===== config.mk =====
export PLATFORM = sky130hd
export DESIGN_NAME = lane_rr_arbiter
export DESIGN_NICKNAME = d
export VERILOG_FILES = /design/src/rtl/lane_rr_arbiter.sv
export SDC_FILE = /design/constraint.sdc
export NUM_CORES = 1
export LEC_CHECK = 0
export ABC_AREA = 1
export BUFFER_PORTS_ARGS = -buffer_cell sky130_fd_sc_hd__buf_2
export CAP_MARGIN = 10
export CORE_ASPECT_RATIO = 0.75
export CORE_MARGIN = 8
export CORE_UTILIZATION = 45
export CTS_CLUSTER_SIZE = 10
export DETAILED_ROUTE_END_ITERATION = 8
export PLACE_DENSITY = 0.82
export SLEW_MARGIN = 20
export SYNTH_ARGS = -nofsm -noshare
export SYNTH_HDL_FRONTEND = slang
export SYNTH_SLANG_ARGS = --single-unit

===== constraint.sdc =====
create_clock -name i_clk -period 2.85 [get_ports i_clk]
set_input_delay 0.57 -clock i_clk [delete_from_list [all_inputs] [get_ports i_clk]]
set_output_delay 0.57 -clock i_clk [all_outputs]
set_load 0.05 [all_outputs]

===== src/rtl/lane_rr_arbiter.sv =====
// lane_rr_arbiter: round-robin arbiter that loads one registered (a, b) output slot
// from NUM_LANES requesters, with burst-limited hold. Define LANE_MASK_EN to add i_lane_mask.
module lane_rr_arbiter #(
  parameter int NUM_LANES = 8,
  parameter int DATA_W    = 8,
  parameter int MAX_BURST = 1,
  localparam int LANE_W   = (NUM_LANES > 1) ? $clog2(NUM_LANES) : 1
) (
  input  logic                        i_clk,
  input  logic                        i_rst,
  input  logic [NUM_LANES-1:0]        i_req,
  input  logic [NUM_LANES*DATA_W-1:0] i_a,
  input  logic [NUM_LANES*DATA_W-1:0] i_b,
`ifdef LANE_MASK_EN
  input  logic [NUM_LANES-1:0]        i_lane_mask,
`endif
  output logic [NUM_LANES-1:0]        o_gnt,
  output logic                        o_valid,
  output logic [DATA_W-1:0]           o_a,
  output logic [DATA_W-1:0]           o_b,
  output logic [LANE_W-1:0]           o_lane,
  input  logic                        i_ready,
  output logic                        o_dbg_state
);

  localparam int CNT_W = (MAX_BURST > 1) ? $clog2(MAX_BURST) : 1;
  localparam logic [CNT_W-1:0] BURST_LAST = CNT_W'(MAX_BURST - 1);

  // Handshake: a lane transfers when i_req[k] & o_gnt[k]; the shared word is
  // consumed when o_valid & i_ready, and may be replaced in that same cycle.
  typedef enum logic { S_EMPTY = 1'b0, S_FULL = 1'b1 } state_t;

  state_t              state_q, state_d;
  logic [DATA_W-1:0]   a_q, a_d, b_q, b_d;
  logic [LANE_W-1:0]   lane_q, lane_d;
  logic [LANE_W-1:0]   ptr_q, ptr_d;
  logic [LANE_W-1:0]   last_q, last_d;
  logic [CNT_W-1:0]    cnt_q, cnt_d;

  logic [NUM_LANES-1:0] lane_mask;
  logic [NUM_LANES-1:0] elig;
  logic [NUM_LANES-1:0] above;
  logic                 slot_free;
  logic                 hold;
  logic                 grant_en;
  logic [LANE_W-1:0]    search_lane;
  logic [LANE_W-1:0]    gnt_lane;

`ifdef LANE_MASK_EN
  assign lane_mask = i_lane_mask;
`else
  assign lane_mask = '1;
`endif

  function automatic logic [LANE_W-1:0] lowest_set(input logic [NUM_LANES-1:0] v);
    lowest_set = '0;
    for (int k = NUM_LANES - 1; k >= 0; k--) begin
      if (v[k]) lowest_set = LANE_W'(k);
    end
  endfunction

  always_comb begin
    elig      = i_req & lane_mask;
    slot_free = (state_q == S_EMPTY) | i_ready;
    hold      = elig[last_q] & (cnt_q != BURST_LAST);
    // Two-pass search: lanes at or above ptr first, then wrap to the lowest eligible lane.
    for (int k = 0; k < NUM_LANES; k++) begin
      above[k] = elig[k] & (LANE_W'(k) >= ptr_q);
    end
    search_lane = lowest_set((|above) ? above : elig);
    grant_en    = ~i_rst & slot_free & (|elig);
    gnt_lane    = hold ? last_q : search_lane;
    o_gnt       = grant_en ? (NUM_LANES'(1) << gnt_lane) : '0;
  end

  always_comb begin
    state_d = state_q;
    a_d     = a_q;
    b_d     = b_q;
    lane_d  = lane_q;
    ptr_d   = ptr_q;
    last_d  = last_q;
    cnt_d   = cnt_q;
    if (grant_en) begin
      state_d = S_FULL;
      a_d     = i_a[int'(gnt_lane)*DATA_W +: DATA_W];
      b_d     = i_b[int'(gnt_lane)*DATA_W +: DATA_W];
      lane_d  = gnt_lane;
      if (hold) begin
        cnt_d = cnt_q + 1'b1;
      end else begin
        // Re-finding the current lane through the search keeps its count saturated.
        cnt_d  = (search_lane == last_q) ? cnt_q : '0;
        last_d = search_lane;
        ptr_d  = (search_lane == LANE_W'(NUM_LANES - 1)) ? '0 : search_lane + 1'b1;
      end
    end else if ((state_q == S_FULL) && i_ready) begin
      state_d = S_EMPTY;
    end
  end

  always_ff @(posedge i_clk) begin
    if (i_rst) begin
      state_q <= S_EMPTY;
      a_q     <= '0;
      b_q     <= '0;
      lane_q  <= '0;
      ptr_q   <= '0;
      last_q  <= '0;
      cnt_q   <= '0;
    end else begin
      state_q <= state_d;
      a_q     <= a_d;
      b_q     <= b_d;
      lane_q  <= lane_d;
      ptr_q   <= ptr_d;
      last_q  <= last_d;
      cnt_q   <= cnt_d;
    end
  end

  assign o_valid     = (state_q == S_FULL);
  assign o_a         = a_q;
  assign o_b         = b_q;
  assign o_lane      = lane_q;
  assign o_dbg_state = state_q;

endmodule


; Word level (Yosys, flattened, before mapping)
; Index checks and enable logic that the tools add are counted.
[totals]
ff_bits = 24
mem_bits_rw = 0
input_bits = 139
out_inout_bits = 29
wordCells = 62
n_memories = 0
latch_bits = 0
romBits = 0
[classes]
reduce_logical = 6
multipliers = 0
muxes = 18
bitwise_logic = 15
n_eq_ne = 3
n_lt_le_gt_ge = 9
n_addsub = 2
n_shift = 3
div_mod_pow = 0
[ops]
columns = op, count
row1 = 64-bit by 7-bit indexed part select with 8-bit output, 2
row2 = 3-bit two-way mux, 10
row3 = 8-bit two-way mux, 2
row4 = 8-bit OR reduction, 2
row5 = 3-bit greater-or-equal comparator (first input constant), 4
row6 = 1-bit bitwise AND, 11
row7 = 1-bit by 3-bit left shift with 8-bit output (first input constant), 1
row8 = 1-bit by 3-bit greater-or-equal comparator with 1-bit output (first input constant), 2
row9 = 2-bit by 3-bit greater-or-equal comparator with 1-bit output (first input constant), 2
row10 = 1-bit two-way mux, 5
row11 = 3-bit by 4-bit less-than comparator with 1-bit output (second input constant), 1
row12 = 2-bit AND reduction, 2
row13 = 3-bit by 1-bit adder with 3-bit output (second input constant), 1
row14 = 1-bit binary-select mux with 3-bit select, 1
row15 = 3-bit equality test, 1
row16 = 3-bit equality test (second input constant), 1
row17 = 1-bit inverter, 3
row18 = 2-bit != test (second input constant), 1
row19 = 2-bit nonzero test, 1
row20 = 1-bit adder (second input constant), 1
row21 = 1-bit logical AND, 1
row22 = 1-bit OR, 1

; Depth between registers and ports, before layout
; Gate-level depths: netlist (run 1).
[depth]
ltp_word = 15
depth_mapped = 25

; Worst setup path after synthesis (run 1)
; OpenSTA, ideal clock, no wires.
[synth_timing]
path_kind = reg2out
startpoint = reg last_q[0]
endpoint = out o_gnt[4]
required_time_ps = 2280
arrival_ps = 2835
path_stages_with_launch = 10
setup_slack_ps = -555
path_cell_list = dfxtp_1 -> o21ai_0 -> o221ai_1 -> o211ai_2 -> o21ai_0 -> inv_1 -> nor2_2 -> buf_2 -> inv_1 -> nor2_1
[synth_between]
elab_chain_cells = 6
[synth_lines]
columns = element, line_no
row1 = from (decl), 37  ; logic [LANE_W-1:0] last_q, last_d;
row2 = from (signal assigned), 117  ; last_q <= last_d;
row3 = 1-bit binary-select mux with 3-bit select, 65  ; hold = elig[last_q] & (cnt_q != BURST_LAST);
row4 = 1-bit two-way mux (implied by the code), 65
row5 = 1-bit bitwise AND, 65
row6 = 3-bit two-way mux (*), n/a
row7 = 1-bit by 3-bit left shift with 8-bit output (*), 73  ; o_gnt = grant_en ? (NUM_LANES'(1) << gnt_lane) : '0;
row8 = 8-bit two-way mux (*), 73
row9 = to (decl), 17  ; output logic [NUM_LANES-1:0] o_gnt,
; Mark *: on every way between the ends. The rest lies on a longest branch, timed or not. The select of a mux whose other input is x is not followed.

; Final worst setup path (run 1)
[layout_timing]
startpoint = reg ptr_q[2]
endpoint = out o_gnt[2]
[layout_between]
elab_chain_cells = 15
elab_cells_between_ends = 29
cone_classes = order compare: 8 / shift: 1 / mux: 11 / bitwise: 8 / reduce/logical: 1
[layout_lines]
columns = element, line_no
row1 = from (decl), 36  ; logic [LANE_W-1:0] ptr_q, ptr_d;
row2 = from (signal assigned), 116  ; ptr_q <= ptr_d;
row3 = "1-bit by 3-bit greater-or-equal comparator with 1-bit output, or another cell as far along", 68  ; above[k] = elig[k] & (LANE_W'(k) >= ptr_q);
row4 = 1-bit bitwise AND, 68
row5 = 8-bit OR reduction, 70  ; search_lane = lowest_set((|above) ? above : elig);
row6 = 8-bit two-way mux (*), 70
row7 = 3-bit two-way mux (7 in series), 58  ; if (v[k]) lowest_set = LANE_W'(k);
row8 = 3-bit two-way mux (*), 58
row9 = 3-bit two-way mux (*), n/a
row10 = 1-bit by 3-bit left shift with 8-bit output (*), 73
row11 = 8-bit two-way mux (*), 73
; Mark *: on every way between the ends. The rest lies on a longest branch, timed or not.

==> metrics.md, run 1 <==
| Metric | Value |
|---|---|
| Max Fclk | `0.342 GHz` |
| Final setup vio count | `8` |
| Clk buf depth | `2` |
| Share of cells above drive strength 1 | `34.8%` |
| Xor-xnor portion of the synthesized cell area | `0.918%` |
| Clk sinks | `24` |
| Final worst slack | `-0.0740 ns` |
| Failing checks | `negative setup slack` |
| Leading cell type in the layout, fill and taps excluded | `nand2_1` |
| Initial Util | `46.0%` |
| Post-synthesis instance total | `579` |
| Io pins | `168` |
| Reg-to-Reg Start | `ptr_q[2]$_SDFFE_PP0P_` |
| Mapped cell area | `2860 um^2` |
| Worst hold start | `cnt_q$_SDFFE_PP0P_` |
| Routed wire per std cell | `14.1 um` |
| Critical path capture point type | `output port` |
| Tmin final | `2.92 ns` |
| Crit path cell chain | `inv_2 -> nand2_1 -> nand2_2 -> nor2_4 -> nand2_4 -> o21ai_2 -> nor2_2 -> inv_1 -> nor2_2 -> nand3_1 -> o21ai_2 -> buf_4 -> nor2_2 -> inv_4 -> nor2_4 -> buf_8` |
| Status | `finished, violations left` |
| Max cap viols | `0` |
| Worst Setup Start Kind | `flop` |
| Final setup skew | `0.00859 ns` |
| RSZ-0062 raised after global routing | `true` |
| Critical path buffers and inverters | `5` |
| Final ANT Viol Nets | `0` |
| Largest family of logic cells by synthesized area | `simple AND/OR/NAND/NOR gates` |
| Number of synthesized register bits | `24` |
| Hold_ws | `0.487 ns` |
| Die Ht | `85.1 um` |
| Synth warnings | `0` |
| Clock slew at reported path FFs | `0.09 ns` |
| Gr usage total | `22.9%` |
| Delay of the slowest critical-path stage | `0.41 ns` |
| Layout Utilization | `67.9%` |
| HP Class | `flop to flop` |
| Slew at the pin closest to its max-slew limit | `0.620 ns` |
| Detailed-route DRC error count | `0` |
| Synth top area share | `41.8%` |
| CP Data Arrival Time | `2.35 ns` |
| Ranking of synthesized cells by area | `nand2_1, dfxtp_1, nand3_1, inv_1, buf_2` |
| Crit-path max FO | `6` |
| First DRT Iteration DRCs | `298` |
| Initial antenna violation count | `0` |
| Avg Inst Size Synth | `4.94 um^2` |
| Core area | `6220 um^2` |
| Via count | `4,180` |
| Pleak | `2.63 nW` |
| DRT Pass-1 Iters | `5` |
| Slew Limit Headroom | `58.7%` |
| Most frequent cells in the layout | `nand2_1, buf_2, nand3_1, inv_1, buf_4` |
| Cell taking the most area after synthesis | `nand2_1` |
| Synth Area in Compound Gates | `5.77%` |
| First-pass GRT wire length | `17.8 mm` |
| Worst path required time | `2.28 ns` |
| Final nets | `889` |
| Inserted Clock Buffers | `3` |
| Top delay family on crit path | `simple AND/OR/NAND/NOR gates` |
| Simple-gate share of the synthesized area | `63.0%` |
| Htree depth | `1` |
| Cell mode on critical path | `nor2_2` |
| Die area | `9200 um^2` |
| Crit path launch | `ptr_q[2]$_SDFFE_PP0P_` |
| Final Hold Fails | `0` |
| Final Max Tran Viols | `0` |
| Largest net degree at the start of global routing | `65` |
| Vias in the first global route | `3,843` |
| Mux cell area share after synthesis | `0%` |
| Syn_nets | `719` |
| # diodes | `0` |
| Port Buf Inserts | `167` |
| CTS tree | `built` |
| Worst path slowest cell | `dfxtp_4` |
| Post-synthesis sequential area ratio | `16.8%` |
| Die width | `108 um` |
| Adder-Cell Fraction of Synth Area | `0.437%` |
| Worst-skew pair later-pin latency | `0.27 ns` |
| Pwr Density | `470 nW/um^2` |
| Synth unique cells | `28` |
| Max rail drop VDD | `0.334 mV` |
| Syn-to-layout area delta | `47.6%` |
| GRT Residual Overflow | `0` |
| Worst Setup Path Type | `flop to output port` |
| Root buf cell | `clkbuf_8` |
| Gpl congestion | `0.956` |
| Row count | `25` |
| Dpl hpwl | `8.94 mm` |
| Final period utilization | `103%` |
| Final Routed Wirelength | `11.7 mm` |
| Via density | `5.04` |
stage by stage:
step,instance area [um^2],setup slack [ns],power (mW),setup TNS [ns],std cells
after detailed placement,3870,-0.250,1.57,-1.40,817
after global placement,3870,-0.190,1.55,-0.866,817
after CTS,4060,-0.0627,1.91,-0.174,824
final,4220,-0.0740,1.99,-0.310,829
after floorplan,2960,-0.0658,1.27,-0.221,579
after global routing,4220,-0.215,2.14,-1.56,829
state kept, by name, summed over array words and instances (netlist names):
name	cells
o_b	8
cnt_q	1
o_dbg_state	1
o_a	8
last_q	3
ptr_q	3
cell usage after synthesis:
master     instances
clkbuf_1           4
o2111ai_1          1
o31ai_1            1
a211oi_1           1
o21ai_0            9
nor2_1            25
buf_6              4
o211ai_2           1
or2_2              1
o21ai_1            3
nand2_1          319
a21oi_1            9
dfxtp_1           24
nor2_2             3
nor3_1             1
buf_2             21
inv_2              4
o21ai_2            1
buf_4              5
nand4_1            1
o221ai_1           1
ha_1               1
nand2_2            4
nand3_1           88
inv_1             42
nand3_2            1
xor2_1             3
a31oi_1            1
worst min-delay path: stages (launching register included):
cell	delay, ns
dfxtp_1	0.34
nand2_1	0.07
a21oi_1	0.04
metal layers:
layer	up-vias	share of wire [%]	GRT usage, %
li1	2133	-	-
met1	1852	42	29.2
met2	185	47	38.8
met3	10	9.6	4.92
met4	0	1.0	3.52
met5	-	0	0
power by group:
| group | switching, mW | internal (mW) |
|---|---|---|
| registers | 0.0374 | 0.379 |
| clock network | 0.112 | 0.188 |
| logic | 0.823 | 0.447 |
cells by family (layout without fill, tap and decap cells):
family          count (synthesis)  in the layout
fa+ha+maj                       1              1
compound gates                 28             28
xor+xnor                        3              3
simple gates                  443            443
buf+inv                        80            249
flops                          24             24
layout make-up:
type                            instances  area (um^2)
Fill cell                             599         2000
Sequential cell                        24          492
Clock buffer                            3         41.3
Multi-Input combinational cell        475         2190
Tap cell                               81          101
Timing Repair Buffer                  199         1180
Clock inverter                          1         30.0
Inverter                               46          189
worst paths after layout:
kind | slack [ns] | cells past startpoint | endpoint
hold reg to reg | 0.49 | 2 | cnt_q$_SDFFE_PP0P_
hold / removal | 0.49 | 2 | cnt_q$_SDFFE_PP0P_
setup / recovery | -0.07 | 16 | o_gnt[2]
setup reg to reg | 0.21 | 24 | o_b[3]$_SDFFE_PP0P_
timing repair:
item                       4_1_cts  5_1_grt
buffers inserted                 3        4
gates resized for setup         36       31
pin swaps                       12        9
hold buffers                     0        0
gates cloned                     0        1
setup endpoints to repair        8       24
No activity file was read; power rests on OpenSTA's default activity.
==> run 2: changes to the inputs <==
Settings changed: REMOVE_ABC_BUFFERS set to 1.
==> run 2 against run 1 <==
The run still ends with negative setup slack left. Die area unchanged. Count of clock-buffer cells in the layout unchanged. Maximum frequency up 1.6%. Via count up 0.22%. Utilization down 1.0 points. Power down 3.2%. Clock power about the same. Clock skew down 0.0020 ns. First-iteration DRC count down 1.3%. Non-clock buffer count down 5. Wire length down 4.3%.
==> metrics.md, run 2 (synthesis gave the netlist of run 1 again) <==
| Metric | Value |
|---|---|
| Status | `finished, violations left` |
| Failing checks | `negative setup slack` |
| Slew at the pin closest to its max-slew limit | `0.616 ns (-0.00398 ns)` |
| Syn-to-layout area delta | `45.4%` |
| Reg-to-Reg Start | `last_q[0]$_SDFFE_PP0P_` |
| Critical path capture point type | `output port` |
| Gpl congestion | `0.915 (-4.3%)` |
| Power Internal | `0.984 mW (-2.9%)` |
| Vias in the first global route | `3,737 (-2.8%)` |
| Detailed-route DRC error count | `0 (unchanged)` |
| Via density | `5.08 (+0.82%)` |
| Final worst slack | `-0.0280 ns (+0.0460 ns)` |
| Slew Limit Headroom | `59.0% (+0.27 points)` |
| Largest net degree at the start of global routing | `65 (unchanged)` |
| # diodes | `0 (unchanged)` |
| Part of the power in registers | `21.9% (+0.9 points)` |
| Hold path cells | `2 (unchanged)` |
| Path depth of the worst reg2reg path | `14 (-42%)` |
| Clk sinks | `24 (unchanged)` |
| Core area | `6220 um^2 (unchanged)` |
| Max cap viols | `0 (unchanged)` |
| Crit-path max FO | `8 (+2)` |
| Final nets | `884 (-0.56%)` |
| Row count | `25 (unchanged)` |
| Io pins | `168 (unchanged)` |
| Die area | `9200 um^2 (unchanged)` |
| RSZ-0062 raised after global routing | `true` |
| CTS Hold Bufs | `0 (unchanged)` |
| Most frequent cells in the layout | `nand2_1, buf_2, nand3_1, inv_1, buf_4` |
| Pre-CTS setup slack | `-0.117 ns (+0.133 ns)` |
| Final Hold Fails | `0 (unchanged)` |
| Initial Util | `46.0% (unchanged)` |
| Setup TNS | `-0.114 ns (+0.196 ns)` |
| Worst Setup Start Kind | `flop` |
| CP Data Arrival Time | `2.31 ns (-0.04 ns)` |
| Htree depth | `1 (unchanged)` |
| Root buf cell | `clkbuf_8` |
| Share of cells above drive strength 1 | `35.0% (+0.23 points)` |
| GRT Residual Overflow | `0 (unchanged)` |
| Fillcell total | `601 (+0.33%)` |
| Clock network power share | `15.7% (+0.6 points)` |
| Worst path required time | `2.28 ns (about the same)` |
| Worst hold start | `cnt_q$_SDFFE_PP0P_` |
| Port Buf Inserts | `167 (unchanged)` |
| Via count | `4,189 (+0.22%)` |
| Total Power | `1.92 mW (-3.2%)` |
| Gr usage total | `22.1% (-0.77 points)` |
| HP Class | `flop to flop` |
| Final Max Tran Viols | `0 (unchanged)` |
| Die Ht | `85.1 um (unchanged)` |
| Final ANT Viol Nets | `0 (unchanged)` |
| Hold Path Sink | `cnt_q$_SDFFE_PP0P_` |
| Final setup skew | `0.00664 ns (-0.00195 ns)` |
| Sw power | `0.939 mW (-3.4%)` |
| Sw frac | `48.8% (-0.13 points)` |
| Clk buf depth | `2 (unchanged)` |
| Die width | `108 um (unchanged)` |
| Leading cell type in the layout, fill and taps excluded | `nand2_1` |
| Initial antenna violation count | `0 (unchanged)` |
| Dpl hpwl | `8.45 mm (-5.4%)` |
| Gate power share | `62.4% (-1.5 points)` |
| Tmin final | `2.88 ns (-0.0460 ns)` |
| CTS tree | `built` |
| Worst Setup Path Type | `flop to output port` |
| DRT Pass-1 Iters | `7 (+2)` |
| Pwr Density | `462 nW/um^2 (-1.7%)` |
| First DRT Iteration DRCs | `294 (-1.3%)` |
| First-pass GRT wire length | `17.5 mm (-2.0%)` |
| Max rail drop VDD | `0.225 mV (-33%)` |
| Routed wire per std cell | `13.6 um (-3.7%)` |
| Max Fclk | `0.347 GHz (+1.6%)` |
| Final setup vio count | `8 (unchanged)` |
| Hold_ws | `0.504 ns (+0.0173 ns)` |
| R2r setup slk | `0.27 ns (+0.06 ns)` |
| RR Endpoint | `o_b[2]$_SDFFE_PP0P_` |
| Inserted Clock Buffers | `3 (unchanged)` |
| Worst-skew pair later-pin latency | `0.27 ns (about the same)` |
| Final period utilization | `101% (-1.6 points)` |
| Final Routed Wirelength | `11.2 mm (-4.3%)` |
| Clock slew at reported path FFs | `0.09 ns (about the same)` |
| Pleak | `2.59 nW (-1.5%)` |
[run 2: changes by cell type in the layout (fill, tap and decap cells not counted), moves of 2 or more]
| cell | previous run | this run |
|---|---|---|
| inv_2 | 5 | 8 |
| nor2_4 | 12 | 9 |
| nand2_1 | 306 | 304 |
| buf_6 | 5 | 7 |
| buf_8 | 5 | 2 |
| nor2_2 | 4 | 7 |
| buf_4 | 29 | 26 |
[run 2: final cells by class]
| cell class | instances | area (um^2) | area share, % |
|---|---|---|---|
| tap | 81 | 101 | 2.44 |
| inverter | 46 | 175 | 4.21 |
| clock buffer | 3 | 41.3 | 0.992 |
| timing repair buffer | 194 | 1100 | 26.4 |
| sequential | 24 | 492 | 11.8 |
| multi-input combinational | 475 | 2220 | 53.4 |
| clock inverter | 1 | 30.0 | 0.722 |
[run 2: worst max-delay path: stages (launching register included)]
cell and delay [ns]:
dfxtp_2 0.45, inv_2 0.11, o21ai_0 0.28, o221ai_2 0.18, o211ai_4 0.16, nand3_1 0.15
o21ai_2 0.12, inv_2 0.08, nor2_4 0.15, inv_4 0.09, nor2_4 0.09, buf_6 0.16
[run 2: routing by layer]
layer | vias to the layer above | wire, um | GRT usage, %
li1 | 2122 | - | -
met1 | 1828 | 4600 | 26.9
met2 | 210 | 5210 | 38.8
met3 | 29 | 1160 | 4.84
met4 | 0 | 205 | 4.02
met5 | - | 0 | 0
[run 2: power by group through the flow]
| stage | registers (mW) | clock network, mW | logic [mW] |
|---|---|---|---|
| detailed placement | 0.420 | 0 | 1.10 |
| finish | 0.422 | 0.301 | 1.20 |
| CTS | 0.415 | 0.306 | 1.12 |
| global route | 0.425 | 0.315 | 1.34 |
| global placement | 0.420 | 0 | 1.08 |
| floorplan | 0.542 | 0 | 0.628 |
[run 2: what timing repair did]
| item | in CTS | in global routing |
|---|---|---|
| pin swaps | 0 | 18 |
| endpoints found under the hold margin | 0 | 0 |
| setup buffers | 0 | 4 |
| setup endpoints to repair | 8 | 12 |
| gates resized for setup | 22 | 68 |
[run 2: worst max-delay path by stage]
stage | startpoint | depth (start not counted) | slack, ns | to
finish | last_q[0]$_SDFFE_PP0P_ | 11 | -0.03 | o_gnt[6]
global route | ptr_q[2]$_SDFFE_PP0P_ | 13 | -0.17 | o_gnt[3]
CTS | ptr_q[2]$_SDFFE_PP0P_ | 16 | 0.01 | o_gnt[5]
detailed placement | i_req[0] | 15 | -0.12 | o_gnt[0]
global placement | i_req[0] | 17 | -0.05 | o_gnt[3]
floorplan | last_q[0]$_SDFFE_PP0P_ | 8 | -1.55 | o_gnt[1]
[run 2: stage by stage]
step                      instances  instance area (um^2)  util (%)
after CTS                       821                  3890      62.6
after floorplan                 545                  2660         -
final                           824                  4160      66.9
after detailed placement        817                  3780      60.7
after global placement          817                  3780      60.7
after global routing            824                  4160      66.9
